==> src/rtl/onehot_grant_decoder.sv <==
// onehot_grant_decoder
//   Accepts a 3-bit requester index and holds a registered one-hot grant
//   until the holder releases it. Two states: IDLE (ready for an index) and
//   GRANT (one bit of out asserted).
//
//   Optional feature macro: GRANT_TIMEOUT_EN
//     When defined, a hold counter revokes a grant that has been held for
//     HOLD_MAX cycles without a release. The revocation is flagged by a
//     one-cycle timeout pulse. When undefined, the counter does not exist,
//     timeout is tied low, and a grant persists until release or reset.
//
// Handshake: an index is accepted at a rising edge where in_valid and
//   in_ready are both 1. in_ready is 1 exactly when the block is in IDLE.
//   in_valid and in are ignored while a grant is held.
//
// Ports
//   clk           single clock, rising edge
//   rst_n         asynchronous active-low reset
//   in[2:0]       binary index of the requester to grant
//   in_valid      in is valid this cycle
//   in_ready      block accepts an index this cycle (IDLE)
//   grant_release current grant holder gives up the grant
//   out[7:0]      registered one-hot grant vector (8'h00 in IDLE)
//   busy          a grant is currently asserted
//   timeout       one-cycle pulse when a grant is revoked by timeout
//   grant_count   grants issued since reset, wrapping at 8 bits
//   dbg_state     current FSM state (0 = IDLE, 1 = GRANT)
module onehot_grant_decoder #(
  parameter int unsigned HOLD_MAX = 15
) (
  input  logic       clk,
  input  logic       rst_n,
  input  logic [2:0] in,
  input  logic       in_valid,
  output logic       in_ready,
  input  logic       grant_release,
  output logic [7:0] out,
  output logic       busy,
  output logic       timeout,
  output logic [7:0] grant_count,
  output logic       dbg_state
);

  typedef enum logic {
    IDLE  = 1'b0,
    GRANT = 1'b1
  } state_t;

  localparam logic [7:0] HOLD_MAX_C = 8'(HOLD_MAX);

  state_t     state_q, state_d;
  logic [7:0] out_d;
  logic       accept;
  logic       revoke;

  assign in_ready  = (state_q == IDLE);
  assign busy      = (state_q == GRANT);
  assign dbg_state = (state_q == GRANT);
  assign accept    = in_valid && in_ready;

`ifdef GRANT_TIMEOUT_EN
  logic [7:0] hold_q;
  logic       timeout_q;

  // A release on the same edge wins over the timeout.
  assign revoke  = (state_q == GRANT) && (hold_q == HOLD_MAX_C) && !grant_release;
  assign timeout = timeout_q;

  always_ff @(posedge clk or negedge rst_n) begin
    if (!rst_n) begin
      hold_q    <= 8'h00;
      timeout_q <= 1'b0;
    end else begin
      if (accept) begin
        hold_q <= 8'h00;
      end else if (state_q == GRANT) begin
        hold_q <= hold_q + 8'h01;
      end
      // The state is IDLE in the cycle after a revoke, so this is one cycle wide.
      timeout_q <= revoke;
    end
  end
`else
  logic unused_hold_max;

  assign unused_hold_max = ^HOLD_MAX_C;
  assign revoke          = 1'b0;
  assign timeout         = 1'b0;
`endif

  always_comb begin
    state_d = state_q;
    out_d   = out;
    case (state_q)
      IDLE: begin
        if (accept) begin
          state_d = GRANT;
          out_d   = 8'h01 << in;
        end
      end
      GRANT: begin
        if (grant_release || revoke) begin
          state_d = IDLE;
          out_d   = 8'h00;
        end
      end
      default: begin
        state_d = IDLE;
        out_d   = 8'h00;
      end
    endcase
  end

  always_ff @(posedge clk or negedge rst_n) begin
    if (!rst_n) begin
      state_q     <= IDLE;
      out         <= 8'h00;
      grant_count <= 8'h00;
    end else begin
      state_q <= state_d;
      out     <= out_d;
      if (accept) begin
        grant_count <= grant_count + 8'h01;
      end
    end
  end

endmodule

==> config.mk <==
export PLATFORM = sky130hd
export DESIGN_NAME = onehot_grant_decoder
export DESIGN_NICKNAME = d
export VERILOG_FILES = /design/src/rtl/onehot_grant_decoder.sv
export SDC_FILE = /design/constraint.sdc
export NUM_CORES = 1
export LEC_CHECK = 0
export BUFFER_PORTS_ARGS = -buffer_cell sky130_fd_sc_hd__buf_2
export CELL_PAD_IN_SITES_DETAIL_PLACEMENT = 1
export CELL_PAD_IN_SITES_GLOBAL_PLACEMENT = 1
export CORE_MARGIN = 1
export CORE_UTILIZATION = 36
export DETAILED_ROUTE_END_ITERATION = 12
export PLACE_DENSITY_LB_ADDON = 0.1
export SLEW_MARGIN = 20
export SYNTH_ARGS = -nofsm -noshare
export SYNTH_HDL_FRONTEND = slang
export SYNTH_SLANG_ARGS = --single-unit
==> constraint.sdc <==
create_clock -name clk -period 1.5 [get_ports clk]
set_input_delay 0.075 -clock clk [delete_from_list [all_inputs] [get_ports clk]]
set_output_delay 0.075 -clock clk [all_outputs]
set_load 0.05 [all_outputs]
Word level (Yosys, flattened, before mapping)
Index checks and enable logic that the tools add are counted.
Word-level totals
  bits in registers: 17
  bits of input ports: 7
  output and inout bits: 20
  word-level logic and storage cells: 16
Operators by class
  add/subtract/negate cells: 1
  equal/unequal tests: 2
  shift operators: 1
  mux-type cells: 6
  bitwise logic cells: 1
  reductions and logical operators: 2
Operator list (number)
  $mux 8: 2
  $pmux 8 s2: 1
  $add 8x1->8 const B: 1
  $shl 1x3->8 const A: 1
  $mux 1: 2
  $ne 2x1->1 const B: 1
  $ne 2x2->1 const B: 1
  $pmux 1 s2: 1
  $reduce_and 2->1: 1
  $logic_and 1x1->1: 1
  $not 1->1: 1

Longest topological paths before layout
Gate-level depths: netlist of run 1.
  depth in word-level cells: 4
  depth in mapped cells: 4
  mapped depth without buffers: 4

Least setup slack after synthesis of run 1
Ideal clock, no wire load.
  kind: register -> register
  start point: reg state_q (netlist: busy)
  end point: reg out[1]
  setup time: 0.121 ns
  data arrival time: 1.319 ns
  required time: 1.379 ns
  path slack: 0.059 ns
  cell stages (with the launch flop): 5
  path buffers: 1
  clock period less this slack: 1.441 ns
  cell sequence: dfrtp_1 nor2b_2 buf_6 nor2b_4 a32o_2
On the way
  longest elaborated chain between the ends: 4
  elaborated cells between the ends (all ways): 6
  classes of those cells: eq/ne (2); mux (1); bitwise (1); reduce/logical (2)
Ends and longest elaborated chain
  start, declared: line 51  | state_t state_q, state_d;
  start signal, assigned: line 120  | state_q <= state_d;
  $not 1->1
  $logic_and 1x1->1: line 59  | assign accept = in_valid && in_ready;
  $ne 2x1->1 (no source line)
  $reduce_and 2->1 (no source line)
  end signal, assigned: line 121  | out <= out_d;
  end, declared: line 37  | output logic [7:0] out,
Parallel ways exist; a longest one is shown, timed or not.
A chain may end at the register's enable or synchronous reset.

Worst setup path after layout of run 1
Ends and elaborated chain as after synthesis.

==> summary.md, run 1 <==
| Metric | Value |
|---|---|
| Global-route wire length before repair | 2401 um |
| Die area | 2239 um2 |
| Clock latency on the worst-skew pair | 0.29 ns |
| DRT Wirelength | 1433 um |
| Power Dens Cells | 1653 nW/um2 |
| Layout area overhead | 25.38% |
| Clock-pin transition on the worst setup and hold timing paths | 0.10 ns |
| CTS tree | done |
| Die height | 47.32 um |
| Largest net degree at the start of global routing | 18 |
| Fmax | 798.1 MHz |
| Synth Register Bits | 17 |
| Run status | completed |
| CP max FO | 9 |
| Post-synth top area share | 0.5753 |
| Kind of critical path | reg2reg |
| Number of buffers created by CTS | 3 |
| Synth Area per Inst | 12.12 um2 |
| P_leak | 0.0004943 uW |
| Largest area contributor in the netlist | dfrtp_1 |
| Post-Syn Area | 739.5 um2 |
| H-tree depth | 1 |
| Maximum vdd drop | 1.131 mV |
| Placeable Area | 1942 um2 |
| Initial Utilization | 0.3808 |
| Endpoints failing setup | 0 |
| DR DRC count | 0 |
| Detail Placement HPWL | 1073 um |
| DP Area | 879.6 um2 |
| Clock skew | 0.0008769 ns |
| Layout cells sized above 1 | 0.3889 |
| Sink Count | 17 |
| # diodes | 0 |
| Syn Inst Count | 61 |
| Req. time, crit path | 1.69 ns |
| Synth area leaders | dfrtp_1 58%, xnor2_1 4.7%, a32o_1 4.1% |
| Worst Setup End Kind | register |
| Minimum clock period | 1.253 ns |
| Final max-slew violation count | 0 |
| Final GP Congestion | 0.6559 |
| Max-cap violations | 0 |
| Pre-antenna DRT Iters | 4 |
| Final Hold Fails | 0 |
| Fillers | 243 |
| Detailed-route via count | 555 |
| Final core utilization | 0.4774 |
| Yosys cell types | 23 |
| Post-DR wirelength/cell | 12.25 um |
| Seq/Total Area, Yosys | 0.5753 |
| I/O pin count | 27 |
| Setup TNS | 0 ns |
| RSZ-0062 raised after global routing | no |
| Synth warn | 0 |
| First-iteration detailed-routing DRC count | 5 |
| Hold crit path type | in2reg |
| Fin area | 927.1 um2 |
| Clk buf depth | 2 |
| Hold_ws | 0.05665 ns |
| GR Overflow Total | 0 |
| Data arrival, critical path | 1.44 ns |
| Final net count | 99 |
| DIE WIDTH | 47.32 um |
| IO buf count | 25 |
| All-Layer GR Usage | 0.1617 |
| Period Utilization, post-route | 0.8353 |
| Worst setup SP type | register |
| Detail-routed via count per cell | 4.744 |
| Pwr Total | 1532 uW |
| Post-route ant nets | 0 |
| Syn nets | 69 |
| Vias in the first global route | 523 |
| CTS root buf | clkbuf_4 |
| Row Count | 16 |
| Initial antenna violation count | 0 |
| Post CTS Setup Buffer Count | 0 |
==> critical path: stages (launching register included) <==
cell	delay [ns]
dfrtp_1	0.40
nor2b_2	0.36
a21oi_2	0.15
a32o_2	0.25
==> power breakdown <==
group,total (uW),switching (uW),internal [uW]
combinational,645,479,167
clock,249,150,99.3
sequential,638,92.5,546
==> registers in the layout (all words and copies together) (netlist names) <==
signal / count
grant_count: 8
busy: 1
out: 8
==> metrics by stage <==
step | setup WS, ns | instances
after global routing | 0.1779 | 117
after floorplan | 0.05944 | 61
after CTS | 0.2369 | 117
after detailed placement | 0.2523 | 111
after global placement | 0.3026 | 111
final | 0.2471 | 117
==> cells by family (layout without fill, tap and decap cells) <==
logic type | Yosys count | after routing | share of synthesized area
flops | 17 | 17 | 0.5753
simple gates | 18 | 18 | 0.1320
fa+ha+maj | 1 | 1 | 0.01692
other cells | 1 | 1 | 0.005071
mux | 1 | 1 | 0.01523
xor+xnor | 7 | 7 | 0.08291
compound gates | 10 | 10 | 0.1218
buf+inv | 6 | 35 | 0.05075
==> final cells by class <==
cell class                      instances  area (um2)  area share
Clock inverter                          1       5.005    0.005398
Tap cell                               27       33.78     0.03644
Sequential cell                        17       425.4      0.4588
Multi-Input combinational cell         38       276.5      0.2982
Timing Repair Buffer                   28       152.6      0.1646
Inverter                                3       11.26     0.01215
Clock buffer                            3       22.52     0.02429
==> cells in the final DEF, fill, tap and decap left out <==
cell           Yosys  routed
buf_2              0      25
dfrtp_1           17      17
nand2_1            7       7
xnor2_1            4       4
inv_1              3       3
nor2_1             3       3
o2bb2ai_1          3       3
a32o_1             3       3
xor2_1             3       3
clkbuf_4           0       3
and3_1             2       2
nand4_1            2       2
dlygate4sd3_1      0       2
a21oi_1            1       1
nor2b_2            1       1
nor2b_4            1       1
a21oi_2            1       1
a22o_1             1       1
nand3b_1           1       1
nor3_1             1       1
mux2_2             1       1
a32o_2             1       1
ha_1               1       1
conb_1             1       1
clkinv_2           0       1
buf_4              2       1
==> what timing repair did <==
item | CTS | global route
endpoints found under the hold margin | 18 | 0
hold buffers | 2 | 0
gates resized for setup | 0 | 0
==> routing by layer <==
metal / vias up / routed length, um / GRT usage
met4: 0 / 38 / 0.1029
met5: - / 0 / 0
met3: 4 / 64 / 0.03462
met2: 15 / 621 / 0.2055
li1: 267 / - / -
met1: 269 / 708 / 0.2445
==> final timing paths <==
kind | start | end | slack, ns | cells past startpoint
worst max-delay path | busy | out[1] | 0.25 | 3
worst min-delay path | in_valid | busy | 0.06 | 3
worst max register to register | busy | out[1] | 0.25 | 3
worst min register to register | grant_count[7] | grant_count[7] | 0.47 | 1
max in group asynchronous | rst_n | busy | 1.02 | 2
min in group asynchronous | rst_n | out[3] | 0.22 | 2
==> synth_stat cells <==
library cell	number
a32o_1	3
xor2_1	3
buf_6	1
ha_1	1
nand3b_1	1
nand4_1	2
a21oi_2	1
nor2b_2	1
conb_1	1
nor2b_4	1
buf_4	2
mux2_2	1
inv_1	3
o2bb2ai_1	3
and3_1	2
a32o_2	1
nor2_1	3
dfrtp_1	17
nor3_1	1
a22o_1	1
nand2_1	7
a21oi_1	1
xnor2_1	4
(Power assumes the default switching activity.)
==> inputs of run 2 (changes only) <==
clock period = 1.26 ns   (was 1.5 ns; I/O delays follow)
==> summary.md, run 2 (same netlist as run 1, synthesis figures left out) <==
| Metric | Value |
|---|---|
| Period Utilization, post-route | 0.9508 (+0.1155) |
| Hold crit path type | in2reg |
| DRT Wirelength | 1545 um (+7.8%) |
| All-Layer GR Usage | 0.1610 (-0.0007732) |
| DP Worst Slack | 0.08141 ns (-0.1709 ns) |
| Fillers | 232 (-4.5%) |
| DR DRC count | 0 (unchanged) |
| Detail-routed via count per cell | 4.763 (+0.40%) |
| Run status | completed |
| Post-DR wirelength/cell | 13.09 um (+6.9%) |
| Setup TNS | 0 ns (unchanged) |
| H-tree depth | 1 (unchanged) |
| Detailed-route via count | 562 (+1.3%) |
| CP max FO | 8 (-1) |
| P_leak | 0.0004917 uW (-0.53%) |
| Detail Placement HPWL | 1115 um (+4.0%) |
| Minimum clock period | 1.198 ns (-0.05491 ns) |
| # diodes | 0 (unchanged) |
| Initial antenna violation count | 0 (unchanged) |
| Global-route wire length before repair | 2339 um (-2.6%) |
| Fmax | 834.7 MHz (+4.6%) |
| Number of buffers created by CTS | 3 (unchanged) |
| Most frequent cells in the layout | 25 x buf_2, 11 x dfrtp_1, 7 x nand2_1, 6 x dfrtp_2, 4 x xnor2_1 |
| Clk buf depth | 2 (unchanged) |
| GR Overflow Total | 0 (unchanged) |
| First-iteration detailed-routing DRC count | 5 (unchanged) |
| Post-route ant nets | 0 (unchanged) |
| CTS root buf | clkbuf_4 |
| Die height | 47.32 um (unchanged) |
| Layout cells sized above 1 | 0.4505 (+0.06166) |
| Setup ws final | 0.06197 ns (-0.1851 ns) |
| Seq. cell area | 432.9 um2 (+1.8%) |
| RSZ-0062 raised after global routing | yes |
| Kind of critical path | reg2reg |
| Worst Setup End Kind | register |
| Req. time, crit path | 1.50 ns (-0.19 ns) |
| Final GP Congestion | 0.6930 (+5.7%) |
| Placeable Area | 1942 um2 (unchanged) |
| Layout area overhead | 28.26% |
| Power Dens Cells | 1958 nW/um2 (+18%) |
| Multi-input gate area | 284.0 um2 (+2.7%) |
| Largest net degree at the start of global routing | 18 (unchanged) |
| Data arrival, critical path | 1.44 ns (about the same) |
| CTS tree | done |
| Sink Count | 17 (unchanged) |
| Final Hold Fails | 0 (unchanged) |
| Endpoints failing setup | 0 (unchanged) |
| Final net count | 100 (+1.0%) |
| Vias in the first global route | 507 (-3.1%) |
| Clock skew | 0.001666 ns (+0.0007890 ns) |
| IO buf count | 25 (unchanged) |
| Clock latency on the worst-skew pair | 0.30 ns (about the same) |
| Row Count | 16 (unchanged) |
| Pre-antenna DRT Iters | 4 (unchanged) |
| Most common cell after layout, fill and taps aside | buf_2 |
| Final max-slew violation count | 0 (unchanged) |
| Worst setup SP type | register |
| Die area | 2239 um2 (unchanged) |
| Clock-pin transition on the worst setup and hold timing paths | 0.10 ns (about the same) |
| DIE WIDTH | 47.32 um (unchanged) |
| I/O pin count | 27 (unchanged) |
| Initial Utilization | 0.3808 (unchanged) |
| Maximum vdd drop | 1.592 mV (+41%) |
| Max-cap violations | 0 (unchanged) |
[run 2: cell count changes in the layout (fill, tap and decap cells not counted), sizes merged]
cell,before,now
clkinv,1,0
clkbuf,3,4
buf,26,27
[run 2: area by class of cell]
type                            instances  area share
Timing Repair Buffer                   29      0.1689
Tap cell                               27     0.03562
Sequential cell                        17      0.4565
Clock buffer                            4     0.02770
Multi-Input combinational cell         38      0.2995
Inverter                                3     0.01187
[run 2: metrics by stage]
| step | total power (uW) | hold slack (ns) | instance area [um2] | instances | util |
|---|---|---|---|---|---|
| after CTS | 1874 | 0.02240 | 940.9 | 118 | 0.4845 |
| after floorplan | 1372 | -0.2326 | 747.0 | 61 | - |
| after global routing | 1950 | 0.05652 | 948.4 | 118 | 0.4884 |
| after global placement | 1553 | 0.008404 | 894.6 | 112 | 0.4607 |
| after detailed placement | 1563 | 0.008352 | 894.6 | 112 | 0.4607 |
| final | 1857 | 0.03433 | 948.4 | 118 | 0.4884 |
[run 2: layer usage]
metal,track usage,up-vias,routed length [um]
met1,0.2241,271,787
met2,0.2164,17,652
met5,0,-,0
met4,0.1200,0,28
li1,-,270,-
met3,0.03462,4,77
[run 2: final timing paths]
kind	startpoint	endpoint	slack, ns	depth (start not counted)
setup / recovery	busy	out[2]	0.06	4
setup reg to reg	busy	out[2]	0.06	4
min in group asynchronous	rst_n	grant_count[6]	0.24	2
hold reg to reg	grant_count[7]	grant_count[7]	0.47	1
hold / removal	in_valid	busy	0.03	3
max in group asynchronous	rst_n	grant_count[0]	0.73	2
[run 2: timing repair]
| action | CTS | global route |
|---|---|---|
| hold buffers | 2 | 0 |
| hold endpoints to repair | 18 | 0 |
| setup endpoints to repair | 0 | 1 |
| buffers inserted | 0 | 0 |
| resized for setup | 0 | 1 |
[run 2: critical path, cell delays in order, from the launching register on]
cell and delay, ns:
dfrtp_2 0.47, nor2b_2 0.15, buf_4 0.15, nor2b_4 0.19
a32o_1 0.18
[run 2: report_power, final]
group          total (uW)  switching, uW  internal [uW]  leakage, uW
clock                 302            179            123    0.0000150
combinational         778            572            206     0.000260
sequential            776            112            664     0.000216
==> inputs of run 3 (changes only) <==
PLACE_DENSITY = 0.87   (was default)
PLACE_DENSITY_LB_ADDON = default   (was 0.1)
==> summary.md, run 3 (same netlist as run 1, synthesis figures left out) <==
| Metric | Value |
|---|---|
| Post-DR wirelength/cell | 13.48 um (+2.9%) |
| Die area | 2239 um2 (unchanged) |
| Power Dens Cells | 1965 nW/um2 (+0.37%) |
| Worst Setup End Kind | register |
| Largest net degree at the start of global routing | 18 (unchanged) |
| Global-route wire length before repair | 2339 um (unchanged) |
| Req. time, crit path | 1.45 ns (-0.05 ns) |
| I/O pin count | 27 (unchanged) |
| Clock latency on the worst-skew pair | 0.29 ns (about the same) |
| Post-route ant nets | 0 (unchanged) |
| Final GP Congestion | 0.7494 (+8.1%) |
| Pwr Total | 1866 uW (+0.50%) |
| Final max-slew violation count | 0 (unchanged) |
| Cell Count, Final, Fillers Out | 117 (-0.85%) |
| Final net count | 99 (-1.0%) |
| Layout area overhead | 28.43% |
| Sink Count | 17 (unchanged) |
| GR Overflow Total | 0 (unchanged) |
| Data arrival, critical path | 1.39 ns (-0.05 ns) |
| Most common cell after layout, fill and taps aside | buf_2 |
| CP Launch Point | busy |
| Endpoints failing setup | 0 (unchanged) |
| Maximum vdd drop | 1.629 mV (+2.3%) |
| Clk buf depth | 2 (unchanged) |
| Most frequent cells in the layout | 25 x buf_2, 11 x dfrtp_1, 7 x nand2_1, 6 x dfrtp_2, 4 x xnor2_1 |
| # diodes | 0 (unchanged) |
| Initial antenna violation count | 0 (unchanged) |
| Minimum clock period | 1.201 ns (+0.002845 ns) |
| DIE WIDTH | 47.32 um (unchanged) |
| Detail Placement HPWL | 1185 um (+6.2%) |
| Final Hold Fails | 0 (unchanged) |
| Period Utilization, post-route | 0.9531 (+0.002258) |
| CP max FO | 9 (+1) |
| FF-to-FF Start | busy |
| Setup TNS | 0 ns (unchanged) |
| First-iteration detailed-routing DRC count | 6 (+1) |
| Fmax | 832.7 MHz (-0.24%) |
| P_leak | 0.0004876 uW (-0.84%) |
| Max-cap violations | 0 (unchanged) |
| DP Area | 887.1 um2 (-0.84%) |
| Placeable Area | 1942 um2 (unchanged) |
| Row Count | 16 (unchanged) |
| Detailed-route via count | 576 (+2.5%) |
| Kind of critical path | reg2reg |
| All-Layer GR Usage | 0.1589 (-0.002010) |
| Worst r2r path cells | 3 (-1) |
| Number of buffers created by CTS | 3 (unchanged) |
| DRT Wirelength | 1577 um (+2.1%) |
| Fin area | 949.7 um2 (+0.13%) |
| Initial Utilization | 0.3808 (unchanged) |
| Worst setup SP type | register |
| Detail-routed via count per cell | 4.923 (+3.4%) |
| Run status | completed |
| Last element of the critical path | grant_count[1] |
| Hold_ws | 0.03848 ns (+0.004151 ns) |
| Die height | 47.32 um (unchanged) |
| Placed insts | 111 (-0.89%) |
| Vias in the first global route | 527 (+3.9%) |
| FF-to-FF End | grant_count[1] |
| Clock skew | 0.005533 ns (+0.003867 ns) |
| IO buf count | 25 (unchanged) |
| CTS tree | done |
| Layout cells sized above 1 | 0.4556 (+0.005006) |
| Pre-antenna DRT Iters | 4 (unchanged) |
| Hold crit path type | in2reg |
| Post CTS Setup Buffer Count | 0 (unchanged) |
| Clock-pin transition on the worst setup and hold timing paths | 0.10 ns (about the same) |
| DR DRC count | 0 (unchanged) |
| H-tree depth | 1 (unchanged) |
| FF-to-FF setup slack | 0.06 ns (about the same) |
| CTS root buf | clkbuf_4 |
## run 3: changes by cell type in the layout (fill, tap and decap cells not counted)
cell and change:
nor3_2 +1, nor3_1 -1, buf_4 -2, buf_6 +1
## run 3: area by class of cell
cell class	instances	area, um2
Fill cell	223	992.2
Sequential cell	17	432.9
Multi-Input combinational cell	38	289.0
Timing Repair Buffer	28	156.4
Tap cell	27	33.78
Clock buffer	4	26.28
Inverter	3	11.26
## run 3: repair_timing
item / in CTS / in global routing
setup endpoints to repair: 0 / 8
gates resized for setup: 0 / 3
hold endpoints to repair: 18 / 0
hold buffers: 2 / 0
## run 3: routing by layer
layer	routed length, um	vias to the layer above	track usage	share of wire
met5	0	-	0	0
met1	708	288	0.2209	0.45
li1	-	268	-	-
met4	31	0	0.1200	0.020
met2	784	16	0.2219	0.50
met3	52	4	0.02308	0.033
## run 3: worst min-delay path by stage
stage,end,slack [ns],depth (start not counted),from
2_1_floorplan,busy,-0.23,0,rst_n
3_3_place_gp,out[2],0.002,1,rst_n
3_5_place_dp,out[2],-0.005,1,rst_n
4_1_cts,busy,0.03,3,in_valid
5_1_grt,busy,0.05,3,in_valid
6_report,busy,0.04,3,in_valid
## run 3: stage by stage
step / worst slack, ns / util
6_report: 0.05912 / 0.4890
3_5_place_dp: 0.05097 / 0.4568
5_1_grt: -0.004042 / 0.4890
4_1_cts: 0.02680 / 0.4807
3_3_place_gp: 0.1095 / 0.4568
2_1_floorplan: 0.0003693 / -
## run 3: worst max-delay path, cell delays in order, from the launching register on
cell,delay (ns)
dfrtp_2,0.48
nor2b_2,0.14
buf_6,0.15
mux2_2,0.33
## run 3: report_power, final
part	leakage, uW	switching (uW)	internal (uW)
clock	0.0000150	167	123
sequential	0.000216	126	664
combinational	0.000256	580	205
